$ cat src/rtl/piso_serial_tx.sv
// Framed parallel-in/serial-out transmitter: start bit (0), WIDTH data bits LSB first, stop bit (1).
// All state advances on the falling edge of c_i; outputs decode registered state only.
//
// state    | meaning
// ---------+---------------------------------------------------------
// ST_IDLE  | line idle high, waiting for load_i
// ST_START | driving the start bit (0)
// ST_DATA  | driving shift register bit 0, one data bit per cycle
// ST_STOP  | driving the stop bit (1), done_o high; load_i here chains a frame
module piso_serial_tx #(
    parameter int WIDTH = 8
) (
    input  logic             c_i,
    input  logic             rst_n_i,
    input  logic             load_i,
    input  logic [WIDTH-1:0] din_i,
    output logic             sout_o,
    output logic             busy_o,
    output logic             done_o
);

    localparam int CW = $clog2(WIDTH);
    localparam logic [CW-1:0] CNT_LAST = CW'(WIDTH - 1);

    localparam logic [1:0] ST_IDLE  = 2'd0;
    localparam logic [1:0] ST_START = 2'd1;
    localparam logic [1:0] ST_DATA  = 2'd2;
    localparam logic [1:0] ST_STOP  = 2'd3;

    logic [1:0]       state_q, state_d;
    logic [WIDTH-1:0] sreg_q, sreg_d;
    logic [CW-1:0]    cnt_q, cnt_d;

    always_comb begin
        state_d = state_q;
        sreg_d  = sreg_q;
        cnt_d   = cnt_q;
        case (state_q)
            ST_IDLE, ST_STOP: begin
                if (load_i) begin
                    state_d = ST_START;
                    sreg_d  = din_i;
                    cnt_d   = '0;
                end else begin
                    state_d = ST_IDLE;
                end
            end
            ST_START: state_d = ST_DATA;
            ST_DATA: begin
                sreg_d = {1'b0, sreg_q[WIDTH-1:1]};
                if (cnt_q == CNT_LAST) begin
                    state_d = ST_STOP;
                    cnt_d   = '0;
                end else begin
                    cnt_d = cnt_q + 1'b1;
                end
            end
            default: state_d = ST_IDLE;
        endcase
    end

    always_ff @(negedge c_i or negedge rst_n_i) begin
        if (!rst_n_i) begin
            state_q <= ST_IDLE;
            sreg_q  <= '0;
            cnt_q   <= '0;
        end else begin
            state_q <= state_d;
            sreg_q  <= sreg_d;
            cnt_q   <= cnt_d;
        end
    end

    always_comb begin
        sout_o = 1'b1;
        busy_o = 1'b1;
        done_o = 1'b0;
        case (state_q)
            ST_IDLE:  busy_o = 1'b0;
            ST_START: sout_o = 1'b0;
            ST_DATA:  sout_o = sreg_q[0];
            ST_STOP:  done_o = 1'b1;
            default:  busy_o = 1'b0;
        endcase
    end

endmodule
$ cat config.mk
export PLATFORM = sky130hd
export DESIGN_NAME = piso_serial_tx
export DESIGN_NICKNAME = d
export VERILOG_FILES = /design/src/rtl/piso_serial_tx.sv
export SDC_FILE = /design/constraint.sdc
export NUM_CORES = 1
export LEC_CHECK = 0
export ABC_AREA = 1
export ABC_CLOCK_PERIOD_IN_PS = 1600
export CORE_MARGIN = 2
export CORE_UTILIZATION = 49
export DETAILED_ROUTE_END_ITERATION = 10
export GPL_TIMING_DRIVEN = 0
export PLACE_DENSITY = 0.87
export SLEW_MARGIN = 30
export SYNTH_ARGS = -nofsm -noshare
export SYNTH_HDL_FRONTEND = slang
export SYNTH_SLANG_ARGS = --single-unit
$ cat constraint.sdc
create_clock -name c_i -period 1.6 [get_ports c_i]
set_clock_uncertainty 0.1 [all_clocks]
set_input_delay 0.32 -clock c_i [delete_from_list [all_inputs] [get_ports c_i]]
set_output_delay 0.32 -clock c_i [all_outputs]
set_load 0.02 [all_outputs]
# == Yosys cells after proc, flatten, opt, wreduce, memory -nomap -nowiden ==
# Cells that the tools add are included.
# totals
regBits,13
in_bits,11
out_inout_bits,3
# op_classes
addsub,1
n_eq_ne,6
mux,11
n_reduce_logical,4
# op_table
operator,n
8-bit case mux with 2 select lines,1
8-bit two-way mux,1
3-bit two-way mux,2
2-bit case mux with 3 select lines,1
3-bit case mux with 2 select lines,1
"2-bit equality test, second input constant",2
"2-bit != test, second input constant",2
"3-bit by 1-bit adder with 3-bit output, second input constant",1
"3-bit equality test, second input constant",1
1-bit two-way mux,3
"2-bit by 1-bit equality test with 1-bit output, second input constant",1
2-bit zero test,1
2-bit two-way mux,1
1-bit case mux with 2 select lines,1
2-bit AND reduction,1
2-bit nonzero test,1
2-bit OR reduction,1

# == Depth between registers and ports, before layout ==
# depth
ltp_word,4
depth_mapped,7

==> impl_metrics.ini <==
[timing]
fin_ws_ns = -0.868
setup_viol_count_final = 13
max_slew_margin = 0.608
rsz0062_at_grt = yes
final_max_slew_viol_count = 0
worst_slew_pin_slew_ns = 0.588
finalHoldViolations = 0
hold_ws_ns = 0.359

[floorplanning]
initial_utilization = 0.513
io_pins = 14
die_w_um = 43.2
core_um2 = 1470
die_area_um2 = 1870
die_y_um = 43.2
row_count = 14

[clock_tree]
clockRootBuffer = clkbuf_4
cts_sinks = 13
hold_buffers = 0
cts-buffers-inserted = 3
h-tree-depth = 1
clkSlewWorstSetupHoldPaths_ns = 0.06
clkLatencyLatePin_ns = 0.28
cts_tree = built
cts.path.max_buffers = 2

[worst_setup_path]
slowest_delay_ns = 0.48
reg2reg_depth = 7
regToRegSetupSlack_ns = -0.07
worstPathRequired_ns = 1.18
r2r-start = state_q[1]$_DFFE_NN0P_
cpMaxStageDelayCell = dfrtn_1
path_class = register to output port
critPathMaxFanout = 3
path_buf_inv = 2
crit_chain = inv_2, ha_4, o21ai_4, buf_6
crit_family = flip-flops
crit_path_start_kind = register
r2r_end = cnt_q[1]$_DFFE_NN0P_
critPathArrivalTime_ns = 2.05
end_kind = output port

[pwr]
total_power_mw = 2.25
ir_drop_v = 0.00111
p_per_area_nw_per_um2 = 2100
power.leakage_nw = 0.557

[route]
ant_nets = 0
drcViolationCount = 0
vias_per_cell = 5.10
drt-initial-drc-count = 14
post_drt_wl_per_cell_um = 12.1
wirelength_um = 1590
drt_pre_antenna_iters = 4
vias = 673

[logic_synthesis]
synthTopCellsByArea = dfrtn_1 (43%), nand2_1 (22%), ha_1 (10%)
synth_async_sr_flop_share = 1.00
synth_edf_count = 0
ys_types = 14
synth_top_cell_area_share = 0.431
synth.top_cells.by_count = nand2_1 (45), dfrtn_1 (13), nand3_1 (10), ha_1 (6), inv_1 (6)
synth_nets = 112
synthMostInstantiatedCell = nand2_1
synth_ff_type = dfrtn_1
synth_seq_cells = 13
syn_area_um2 = 754
avgSynthCellArea_um2 = 7.94
ys_seq_area_frac = 0.431
ys_warn_count = 0
synth_cells = 95
synth_top_area_cell = dfrtn_1

[placed_design]
place_hpwl_um = 1200
gp_congestion = 0.730
placed_cell_area_um2 = 1000
io_buffer_count = 13

[min_path]
hold_depth = 2
hp-class = register to register
whs_endpoint = sreg_q[7]$_DFFE_NN0P_
holdCritStartpoint = sreg_q[7]$_DFFE_NN0P_

[finish]
drive_gt1_frac = 0.345
n_antenna_cell = 0
area_growth_syn_to_layout_pct = 41.8
layout.nets = 134
fin_area_um2 = 1070
nFillCells = 119

[global_route]
grt.total_usage = 0.209
globalRouteOverflowTotal = 0
grt_start_max_net_pins = 14
antenna_found_initial = 0
grt_pass1_wl_um = 2880
grt_pass1_vias = 665

[run_status]
status = finished, violations left
violations = negative setup slack

[run]
maxCapViolCount = 0
==> worst max-delay path by stage <==
stage	from	to	slack [ns]	cells past startpoint
after global routing	state_q[1]$_DFFE_NN0P_	sout_o	-0.92	4
final	state_q[1]$_DFFE_NN0P_	sout_o	-0.87	4
after detailed placement	state_q[0]$_DFFE_NN0P_	sout_o	-1.21	5
after floorplan	state_q[0]$_DFFE_NN0P_	sout_o	-0.60	4
after CTS	state_q[1]$_DFFE_NN0P_	sout_o	-0.88	4
after global placement	state_q[1]$_DFFE_NN0P_	sout_o	-1.21	5
==> timing repair <==
item,CTS,global route
gates cloned,0,0
endpoints found under the hold margin,0,0
pin swaps,15,1
buffers inserted,5,1
endpoints found under the setup margin,28,15
resized for setup,33,5
==> kinds of logic (layout without fill, tap and decap cells) <==
group                      Yosys count  after routing  synth area share
AOI/OAI and AO/OA                    4              4            0.0315
buffers and inverters                9             30            0.0779
adders and majority gates            6              6            0.0995
DFF                                 13             13             0.431
and+or+nand+nor                     63             63             0.360
==> stage by stage <==
| step | utilization | TNS [ns] | setup slack (ns) | cells |
|---|---|---|---|---|
| 2_1_floorplan | - | -2.15 | -0.605 | 95 |
| 3_3_place_gp | 0.680 | -16.43 | -1.21 | 124 |
| 3_5_place_dp | 0.680 | -16.84 | -1.21 | 124 |
| 4_1_cts | 0.716 | -3.08 | -0.879 | 132 |
| 5_1_grt | 0.727 | -4.11 | -0.919 | 132 |
| 6_report | 0.727 | -3.04 | -0.868 | 132 |
==> report_power, final <==
part	total [mW]	internal [mW]	leakage (nW)	switching (mW)
Clock	0.204	0.0965	0.0150	0.107
Sequential	0.612	0.496	0.165	0.115
Combinational	1.44	0.621	0.377	0.814
Total	2.25	1.21	0.557	1.04
==> per-layer routing <==
metal / GRT usage / wire length [µm] / vias up
met4: 0.0545 / 0 / 0
met3: 0.0511 / 59 / 0
met2: 0.373 / 883 / 12
li1: - / - / 344
met5: 0 / 0 / -
met1: 0.248 / 651 / 317
==> layout make-up <==
cell class | instances | area, µm² | area share
plain buffers | 2 | 36.3 | 0.0339
clock buffers | 4 | 26.3 | 0.0246
inverters | 6 | 26.3 | 0.0246
multi-input cells | 73 | 475 | 0.444
flip-flops and latches | 13 | 325 | 0.304
well taps | 16 | 20.0 | 0.0187
repair buffers | 18 | 160 | 0.150
==> worst min-delay path, cell delays in order (launching register included) <==
cell and delay, ns:
dfrtn_1 0.42, nand3_2 0.07, nand2_1 0.06
==> layout by cell type (no fill, tap or decap), drive strengths merged <==
master	instances
clkbuf	5
inv	5
nor2	2
nand4	1
nand3	12
buf	10
ha	6
nand2	48
dlygate4sd2	8
clkinvlp	1
clkdlybuf4s50	1
o21ai	4
dfrtn	13
==> state kept, by name, indices dropped and copies added, names as in the netlist <==
name,cells
cnt_q,3
state_q,2
sreg_q,8
No activity file was read; power rests on OpenSTA's default activity.
